--- src/rtl/mips_ctrl_pkg.sv ---
// Shared definitions for the multi-cycle MIPS control unit: FSM states, ALU op codes,
// instruction field constants and datapath mux encodings.
package mips_ctrl_pkg;

  typedef enum logic [3:0] {
    IDLE, FETCH, DECODE, EXEC_R, WB_R, EXEC_I, WB_I,
    ADDR, MEM_RD, MEM_WR, WB_LD, BRANCH, JUMP, HALT
  } state_t;

  // ALU operation codes, matching the ula OP input
  localparam logic [3:0] ALU_SLL  = 4'h0;
  localparam logic [3:0] ALU_SRL  = 4'h1;
  localparam logic [3:0] ALU_SRA  = 4'h2;
  localparam logic [3:0] ALU_SLLV = 4'h3;
  localparam logic [3:0] ALU_SRLV = 4'h4;
  localparam logic [3:0] ALU_SRAV = 4'h5;
  localparam logic [3:0] ALU_ADD  = 4'h6;
  localparam logic [3:0] ALU_SUB  = 4'h7;
  localparam logic [3:0] ALU_AND  = 4'h8;
  localparam logic [3:0] ALU_OR   = 4'h9;
  localparam logic [3:0] ALU_XOR  = 4'hA;
  localparam logic [3:0] ALU_NOR  = 4'hB;
  localparam logic [3:0] ALU_SLT  = 4'hC;
  localparam logic [3:0] ALU_SLTU = 4'hD;
  localparam logic [3:0] ALU_LUI  = 4'hE;
  localparam logic [3:0] ALU_ORI  = 4'hF;

  localparam logic [5:0] OP_RTYPE = 6'h00;
  localparam logic [5:0] OP_J     = 6'h02;
  localparam logic [5:0] OP_BEQ   = 6'h04;
  localparam logic [5:0] OP_BNE   = 6'h05;
  localparam logic [5:0] OP_ADDI  = 6'h08;
  localparam logic [5:0] OP_ADDIU = 6'h09;
  localparam logic [5:0] OP_SLTI  = 6'h0A;
  localparam logic [5:0] OP_SLTIU = 6'h0B;
  localparam logic [5:0] OP_ANDI  = 6'h0C;
  localparam logic [5:0] OP_ORI   = 6'h0D;
  localparam logic [5:0] OP_XORI  = 6'h0E;
  localparam logic [5:0] OP_LUI   = 6'h0F;
  localparam logic [5:0] OP_LW    = 6'h23;
  localparam logic [5:0] OP_SW    = 6'h2B;

  localparam logic [5:0] FN_SLL  = 6'h00;
  localparam logic [5:0] FN_SRL  = 6'h02;
  localparam logic [5:0] FN_SRA  = 6'h03;
  localparam logic [5:0] FN_SLLV = 6'h04;
  localparam logic [5:0] FN_SRLV = 6'h06;
  localparam logic [5:0] FN_SRAV = 6'h07;
  localparam logic [5:0] FN_ADD  = 6'h20;
  localparam logic [5:0] FN_ADDU = 6'h21;
  localparam logic [5:0] FN_SUB  = 6'h22;
  localparam logic [5:0] FN_SUBU = 6'h23;
  localparam logic [5:0] FN_AND  = 6'h24;
  localparam logic [5:0] FN_OR   = 6'h25;
  localparam logic [5:0] FN_XOR  = 6'h26;
  localparam logic [5:0] FN_NOR  = 6'h27;
  localparam logic [5:0] FN_SLT  = 6'h2A;
  localparam logic [5:0] FN_SLTU = 6'h2B;

  localparam logic [1:0] SRCB_REGB = 2'd0;
  localparam logic [1:0] SRCB_FOUR = 2'd1;
  localparam logic [1:0] SRCB_IMM  = 2'd2;
  localparam logic [1:0] SRCB_BOFS = 2'd3;

  localparam logic [1:0] PCSRC_ALU    = 2'd0;
  localparam logic [1:0] PCSRC_ALUOUT = 2'd1;
  localparam logic [1:0] PCSRC_JUMP   = 2'd2;

  function automatic logic is_alu_imm(input logic [5:0] op);
    return (op[5:3] == 3'b001);
  endfunction

endpackage

--- src/rtl/alu_op_decode.sv ---
// Maps R-type funct or I-type opcode to the ALU operation, immediate extension mode
// and an illegal-encoding flag.
module alu_op_decode
  import mips_ctrl_pkg::*;
(
  input  logic       is_rtype,
  input  logic [5:0] opcode,
  input  logic [5:0] funct,
  output logic [3:0] alu_op,
  output logic       imm_zext,
  output logic       illegal
);

  always_comb begin
    alu_op   = ALU_ADD;
    imm_zext = 1'b0;
    illegal  = 1'b0;
    if (is_rtype) begin
      case (funct)
        FN_SLL:          alu_op = ALU_SLL;
        FN_SRL:          alu_op = ALU_SRL;
        FN_SRA:          alu_op = ALU_SRA;
        FN_SLLV:         alu_op = ALU_SLLV;
        FN_SRLV:         alu_op = ALU_SRLV;
        FN_SRAV:         alu_op = ALU_SRAV;
        FN_ADD, FN_ADDU: alu_op = ALU_ADD;
        FN_SUB, FN_SUBU: alu_op = ALU_SUB;
        FN_AND:          alu_op = ALU_AND;
        FN_OR:           alu_op = ALU_OR;
        FN_XOR:          alu_op = ALU_XOR;
        FN_NOR:          alu_op = ALU_NOR;
        FN_SLT:          alu_op = ALU_SLT;
        FN_SLTU:         alu_op = ALU_SLTU;
        default:         illegal = 1'b1;
      endcase
    end else begin
      // Logical immediates are zero-extended, everything else sign-extended
      case (opcode)
        OP_ADDI, OP_ADDIU: alu_op = ALU_ADD;
        OP_SLTI:           alu_op = ALU_SLT;
        OP_SLTIU:          alu_op = ALU_SLTU;
        OP_ANDI: begin alu_op = ALU_AND; imm_zext = 1'b1; end
        OP_ORI:  begin alu_op = ALU_OR;  imm_zext = 1'b1; end
        OP_XORI: begin alu_op = ALU_XOR; imm_zext = 1'b1; end
        OP_LUI:            alu_op = ALU_LUI;
        default:           illegal = 1'b1;
      endcase
    end
  end

endmodule

--- src/rtl/mips_multicycle_ctrl.sv ---
// Multi-cycle MIPS-subset control FSM: sequences fetch/decode/execute/memory/write-back,
// drives datapath strobes, counts retired instructions and halts on illegal encodings.
module mips_multicycle_ctrl
  import mips_ctrl_pkg::*;
#(
  parameter int CNT_W = 32
) (
  input  logic             clk,
  input  logic             rst_n,
  input  logic [5:0]       opcode,
  input  logic [5:0]       funct,
  input  logic             zero,
  input  logic             mem_ack,
  output logic             mem_req,
  output logic             mem_we,
  output logic             iord,
  output logic             ir_write,
  output logic             pc_write,
  output logic             reg_write,
  output logic             reg_dst,
  output logic             mem_to_reg,
  output logic             alu_src_a,
  output logic [1:0]       alu_src_b,
  output logic             imm_zext,
  output logic [3:0]       alu_op,
  output logic [1:0]       pc_src,
  output logic             instr_done,
  output logic [CNT_W-1:0] instr_count,
  output logic             halted
);

  state_t     state, next_state;
  logic [3:0] dec_alu_op;
  logic       dec_zext;
  logic       dec_illegal;

  alu_op_decode u_alu_op_decode (
    .is_rtype (state == EXEC_R),
    .opcode   (opcode),
    .funct    (funct),
    .alu_op   (dec_alu_op),
    .imm_zext (dec_zext),
    .illegal  (dec_illegal)
  );

  always_ff @(posedge clk or negedge rst_n) begin
    if (!rst_n) begin
      state       <= IDLE;
      instr_count <= '0;
    end else begin
      state <= next_state;
      if (instr_done)
        instr_count <= instr_count + CNT_W'(1);
    end
  end

  always_comb begin
    next_state = state;
    case (state)
      IDLE:   next_state = FETCH;
      FETCH:  if (mem_ack) next_state = DECODE;
      DECODE: begin
        if (opcode == OP_RTYPE)                     next_state = EXEC_R;
        else if (is_alu_imm(opcode))                next_state = EXEC_I;
        else if (opcode == OP_LW || opcode == OP_SW) next_state = ADDR;
        else if (opcode == OP_BEQ || opcode == OP_BNE) next_state = BRANCH;
        else if (opcode == OP_J)                    next_state = JUMP;
        else                                        next_state = HALT;
      end
      EXEC_R: next_state = dec_illegal ? HALT : WB_R;
      EXEC_I: next_state = dec_illegal ? HALT : WB_I;
      ADDR:   next_state = (opcode == OP_SW) ? MEM_WR : MEM_RD;
      MEM_RD: if (mem_ack) next_state = WB_LD;
      MEM_WR: if (mem_ack) next_state = FETCH;
      WB_R, WB_I, WB_LD, BRANCH, JUMP: next_state = FETCH;
      HALT:   next_state = HALT;
      default: next_state = IDLE;
    endcase
  end

  always_comb begin
    mem_req    = 1'b0;
    mem_we     = 1'b0;
    iord       = 1'b0;
    ir_write   = 1'b0;
    pc_write   = 1'b0;
    reg_write  = 1'b0;
    reg_dst    = 1'b0;
    mem_to_reg = 1'b0;
    alu_src_a  = 1'b0;
    alu_src_b  = SRCB_REGB;
    imm_zext   = 1'b0;
    alu_op     = ALU_SLL;
    pc_src     = PCSRC_ALU;
    instr_done = 1'b0;
    halted     = 1'b0;
    case (state)
      FETCH: begin
        mem_req   = 1'b1;
        alu_src_b = SRCB_FOUR;
        alu_op    = ALU_ADD;
        ir_write  = mem_ack;
        pc_write  = mem_ack;
      end
      DECODE: begin
        alu_src_b = SRCB_BOFS;
        alu_op    = ALU_ADD;
      end
      EXEC_R: begin
        alu_src_a = 1'b1;
        alu_op    = dec_alu_op;
      end
      EXEC_I: begin
        alu_src_a = 1'b1;
        alu_src_b = SRCB_IMM;
        alu_op    = dec_alu_op;
        imm_zext  = dec_zext;
      end
      WB_R: begin
        reg_write  = 1'b1;
        reg_dst    = 1'b1;
        instr_done = 1'b1;
      end
      WB_I: begin
        reg_write  = 1'b1;
        instr_done = 1'b1;
      end
      ADDR: begin
        alu_src_a = 1'b1;
        alu_src_b = SRCB_IMM;
        alu_op    = ALU_ADD;
      end
      MEM_RD: begin
        mem_req = 1'b1;
        iord    = 1'b1;
      end
      MEM_WR: begin
        mem_req    = 1'b1;
        iord       = 1'b1;
        mem_we     = 1'b1;
        instr_done = mem_ack;
      end
      WB_LD: begin
        reg_write  = 1'b1;
        mem_to_reg = 1'b1;
        instr_done = 1'b1;
      end
      BRANCH: begin
        alu_src_a  = 1'b1;
        alu_op     = ALU_SUB;
        pc_src     = PCSRC_ALUOUT;
        pc_write   = (opcode == OP_BEQ) ? zero : !zero;
        instr_done = 1'b1;
      end
      JUMP: begin
        pc_write   = 1'b1;
        pc_src     = PCSRC_JUMP;
        instr_done = 1'b1;
      end
      HALT:    halted = 1'b1;
      default: ;
    endcase
  end

endmodule

--- config.mk ---
export PLATFORM = sky130hd
export DESIGN_NAME = mips_multicycle_ctrl
export DESIGN_NICKNAME = d
export VERILOG_FILES = /design/src/rtl/mips_ctrl_pkg.sv /design/src/rtl/alu_op_decode.sv /design/src/rtl/mips_multicycle_ctrl.sv
export SDC_FILE = /design/constraint.sdc
export NUM_CORES = 1
export LEC_CHECK = 0
export CORE_UTILIZATION = 45
export CTS_CLUSTER_DIAMETER = 150
export CTS_CLUSTER_SIZE = 20
export DETAILED_ROUTE_END_ITERATION = 8
export PLACE_DENSITY = 0.77
export SYNTH_ARGS = -nofsm -noshare
export SYNTH_HDL_FRONTEND = slang
export SYNTH_SLANG_ARGS = --single-unit
export TNS_END_PERCENT = 100
--- constraint.sdc ---
create_clock -name clk -period 2.5 [get_ports clk]
set_input_delay 0.375 -clock clk [delete_from_list [all_inputs] [get_ports clk]]
set_output_delay 0.375 -clock clk [all_outputs]
set_load 0.1 [all_outputs]
==> reports/metrics.csv, run 1 <==
metric,value,unit
Worst R2R Start,state[2],
Placeable Area,4817,um2
Total GRT Usage,0.2391,
Hold Slack,0.4693,ns
Worst slew margin,0.7041,
placed wire-length estimate,4587,um
Main synth FF type,dfrtp_1,
"Seq/Total Area, Yosys",0.3945,
Setup Viol. Count Final,0,
FF-to-FF path depth,5,
#FFs+latches synth,36,
P per Cell Area,1197,nW/um2
initial antenna violation count,0,
GRT Residual Overflow,0,
Placement Rows,25,
Worst Hold Class,flip-flop to flip-flop,
Period minus WS final,2.448,ns
# IOs,68,
final core area utilization,0.7068,
CP arrival,2.07,ns
YS warnings,0,
# Max-Cap Violations,0,
asr flop ratio synth,1.000,
largest net degree at the start of global routing,37,
critical path capture point,pc_write,
CTS tree,done,
RR Endpoint,instr_count[20],
clk_lat worst skew,0.29,ns
critical path class,input pin to output pin,
CTS Buffer Depth,2,
Placement Cell Area,3309,um2
Finished Cell Area,3405,um2
Leak,0.001534,uW
max-slew violations,0,
Setup crit start kind,input pin,
Num CTS Buffers,5,
worst-path fanout max,3,
total iterations of the first detailed-routing run,4,
Initial Utilization,0.4740,
die width,73.24,um
PostCTS Resize Cnt,0,
final net count,363,
H-tree level count,2,
"EDFF count, synth",0,
outcome,"finished, final reports clean",
WL final,5850,um
clk slew on worst S/H paths,0.07,ns
worst-margin pin slew,0.4439,ns
setup ws final,0.05242,ns
Post-DRT Antenna Nets,0,
first-pass GRT wire length,9915,um
FMAX,408.6,MHz
final hold viol count,0,
die area,5363,um2
Synth Instances,266,
routed vias,2186,
fraction of layout cells with a size suffix above 1,0.3112,
synthesized net count,283,
VDD IR max,1.871,mV
number of port buffers,67,
area added between synthesis and finish,49.10,%
# DRC,0,
CTS Hold Bufs,0,
"Setup Fix Bufs, Post-CTS",0,
DR vias/cell,5.280,
Setup crit end kind,output pin,
Final period util,0.9790,
Syn Area/Cell,8.584,um2
# diodes,0,
vias in the first global route,2172,
clock sink count,36,
non-filler instance count after layout,414,
Yosys cell types,49,
Placer Congestion,0.8910,
worst slack at placement,0.05168,ns
Wirelength per Cell,14.13,um
Initial DRC Count,98,
synthesized cell area,2283,um2
"reg-to-reg slack, setup",0.32,ns
RSZ-0062 raised after global routing,true,
critical path launch point,opcode[4],
Final Skew,0.007243,ns
Die Span Y,73.24,um
dpl cells,406,
CP required,2.12,ns
root buf cell,clkbuf_8,
logic make-up (layout without fill, tap and decap cells):
kind of cell | after synthesis | count (layout) | share of synthesized area
AO/OA/AOI/OAI | 37 | 37 | 0.1008
AND/OR/NAND/NOR | 136 | 136 | 0.3178
multiplexers | 3 | 3 | 0.01370
buffers and inverters | 19 | 100 | 0.03726
XOR/XNOR | 34 | 34 | 0.1304
adder cells (fa/ha/maj) | 1 | 1 | 0.005479
flip-flops | 36 | 36 | 0.3945
area by class of cell:
type | count | area [um2]
Tap cell | 67 | 83.83
Timing Repair Buffer | 85 | 925.9
Clock inverter | 3 | 18.77
Inverter | 7 | 26.28
Clock buffer | 5 | 68.82
Fill cell | 402 | 1413
Multi-Input combinational cell | 211 | 1370
Sequential cell | 36 | 910.9
how the worst min path moves through the flow:
stage	from	to	slack [ns]	depth (start not counted)
global route	instr_count[31]	instr_count[31]	0.49	1
CTS	instr_count[31]	instr_count[31]	0.47	1
floorplan	rst_n	instr_count[0]	0.08	0
global placement	instr_count[31]	instr_count[31]	0.46	1
finish	instr_count[31]	instr_count[31]	0.47	1
detailed placement	instr_count[31]	instr_count[31]	0.46	1
metal layers:
layer / wire length [um] / part of all wire / GRT usage / up-vias
li1: - / - / - / 1082
met1: 2481 / 0.42 / 0.2919 / 1012
met2: 2958 / 0.51 / 0.4208 / 85
met3: 328 / 0.056 / 0.05249 / 7
met4: 82 / 0.014 / 0.06754 / 0
met5: 0 / 0 / 0 / -
cell usage after synthesis (all sizes together) (2+ instances only):
master	number	area share
nor3b	2	0.0066
buf	8	0.019
nor2b	9	0.025
nor3	18	0.051
xor2	21	0.081
a21oi	10	0.022
nand4	9	0.027
o211ai	2	0.0066
nand3	15	0.033
nand2b	10	0.027
and3	3	0.0082
nand2	25	0.041
nand3b	3	0.0099
o21ai	11	0.024
xnor2	13	0.050
nor4	3	0.0082
o31ai	2	0.0066
clkbuf	4	0.0066
or4	2	0.0066
nor2	31	0.051
dfrtp	36	0.39
mux2i	2	0.0088
inv	7	0.012
or4b	2	0.0088
layout by cell type (no fill, tap or decap), types with 5 or more instances in the layout:
master and n:
a21oi_1 9, buf_12 20, buf_4 50, clkbuf_8 5, clkdlybuf4s50_1 15, dfrtp_1 28, dfrtp_2 8, inv_1 7
nand2_1 24, nand2b_1 10, nand3_1 15, nand4_1 8, nor2_1 29, nor2b_1 9, nor3_1 10, nor3_2 7
o21ai_0 8, xnor2_1 13, xor2_1 21
critical path, cell delays in order:
cell	delay, ns
clkdlybuf4s50_1	0.45
or4_4	0.55
nor2_1	0.10
nand2_1	0.07
xnor2_1	0.14
o22ai_2	0.19
buf_12	0.20
state kept, by name, indices dropped and copies added, names as in the netlist:
register,flops
instr_count,32
state,4
per-stage QoR:
stage	power, uW	TNS [ns]
floorplan	2759	-0.5679
global placement	3638	0
detailed placement	3673	0
CTS	4085	0
global route	4247	-0.07278
finish	4075	0
where the power goes:
group          internal (uW)  total [uW]  switching [uW]
combinational            936        2830            1890
clock                    194         405             211
sequential               664         840             177
total                   1790        4070            2280
(Power assumes the default switching activity.)
==> inputs of run 2 (changes only) <==
- MAX_ROUTING_LAYER: unset -> met4
==> reports/metrics.csv, run 2 (synthesis gave the netlist of run 1 again) <==
metric,value,unit
Final period util,0.9638,
first-pass GRT wire length,9439,um
non-filler instance count after layout,412,
max-slew violations,0,
Num CTS Buffers,5,
"leading cell types in the layout, fill and taps excluded","buf_4, nor2_1, dfrtp_1",
Placeable Area,4817,um2
Total GRT Usage,0.2360,
outcome,"finished, final reports clean",
Clk network pwr share,0.094,
worst-path fanout max,3,
final core area utilization,0.7039,
# Max-Cap Violations,0,
Initial Utilization,0.4740,
Final Skew,0.003287,ns
largest net degree at the start of global routing,37,
Setup crit start kind,input pin,
Worst slew margin,0.6992,
final hold viol count,0,
Placer Congestion,0.9199,
H-tree level count,2,
CTS Hold Bufs,0,
buffer and inverter count on the worst path,2,
DR vias/cell,5.286,
placed wire-length estimate,4319,um
Period minus WS final,2.409,ns
GRT Residual Overflow,0,
die width,73.24,um
max FFs per register,32,
"commonest non-fill, non-tap cell in the layout",buf_4,
worst-margin pin slew,0.4513,ns
"Setup Fix Bufs, Post-CTS",0,
P_sw,2244,uW
# DRC,0,
CTS Buffer Depth,2,
# diodes,0,
kind of cell adding the most delay to the critical path,simple AND/OR/NAND/NOR gates,
Initial DRC Count,105,
RSZ-0062 raised after global routing,false,
area added between synthesis and finish,48.49,%
total iterations of the first detailed-routing run,4,
largest registers,"instr_count x32, state x4",
setup_tns,0,ns
clk_lat worst skew,0.28,ns
fraction of layout cells with a size suffix above 1,0.3014,
vias in the first global route,2054,
CP arrival,2.03,ns
worst-path cell chain,"clkdlybuf4s50_1, or4_4, nor2_1, nand2_1, xnor2_1, o22ai_2, buf_12",
critical path class,input pin to output pin,
Finished Cell Area,3391,um2
clock sink count,36,
PostCTS Resize Cnt,0,
clk slew on worst S/H paths,0.06,ns
Int Power,1779,uW
Worst path slowest cell,or4_4,
Comb pwr share,0.699,
Placement Cell Area,3302,um2
Worst Hold Class,flip-flop to flip-flop,
number of port buffers,67,
Reg power frac,0.208,
initial antenna violation count,0,
FMAX,415.0,MHz
CP required,2.12,ns
CTS tree,done,
final net count,362,
Setup crit end kind,output pin,
largest stage delay on the critical path,0.49,ns
Post-DRT Antenna Nets,0,
"Power, Total",4023,uW
Setup Viol. Count Final,0,
Leak,0.001542,uW
die area,5363,um2
# IOs,68,
number of filler cells placed in the layout,393,
Wirelength per Cell,13.67,um
switching part of the total power,0.5577,
Die Span Y,73.24,um
Placement Rows,25,
routed vias,2178,
P per Cell Area,1187,nW/um2
dpl cells,405,
root buf cell,clkbuf_8,
WL final,5630,um
VDD IR max,1.900,mV
Top reg by flops,instr_count,
## run 2: final timing paths
check	cells after the start	to	from	slack, ns
hold / removal	1	instr_count[31]	instr_count[31]	0.47
max in group asynchronous	2	state[0]	rst_n	1.65
min in group asynchronous	2	instr_count[7]	rst_n	0.50
setup reg to reg	5	instr_count[28]	state[3]	0.37
setup / recovery	7	pc_write	opcode[5]	0.09
hold reg to reg	1	instr_count[31]	instr_count[31]	0.47
## run 2: layout make-up
class                      instances  area, um2  area share
timing repair buffer              84      923.4      0.2723
clock inverter                     1      5.005    0.001476
multi-input combinational        211       1370      0.4041
inverter                           7      26.28    0.007749
tap                               67      83.83     0.02472
sequential                        36      909.6      0.2683
clock buffer                       6      72.57     0.02140
## run 2: per-stage QoR
stage               setup slack (ns)  hold slack, ns
floorplan                    -0.2857         0.07941
global placement             0.07325          0.4572
detailed placement           0.05569          0.4613
CTS                          0.04486          0.4739
global route                0.002331          0.4994
finish                       0.09050          0.4711
## run 2: layer usage
metal  wire, um  vias up  GRT usage
met4        148        0     0.1002
met3        235       13    0.04834
met2       2678       62     0.3786
met5          0        -          -
li1           -     1078          -
met1       2567     1025     0.2877
## run 2: power by group through the flow
stage	combinational (uW)	clock, uW	sequential [uW]
after floorplan	1730	0	1030
after global placement	2800	0	835
after detailed placement	2810	0	840
after CTS	2820	391	829
after global routing	2920	411	854
final	2810	378	835
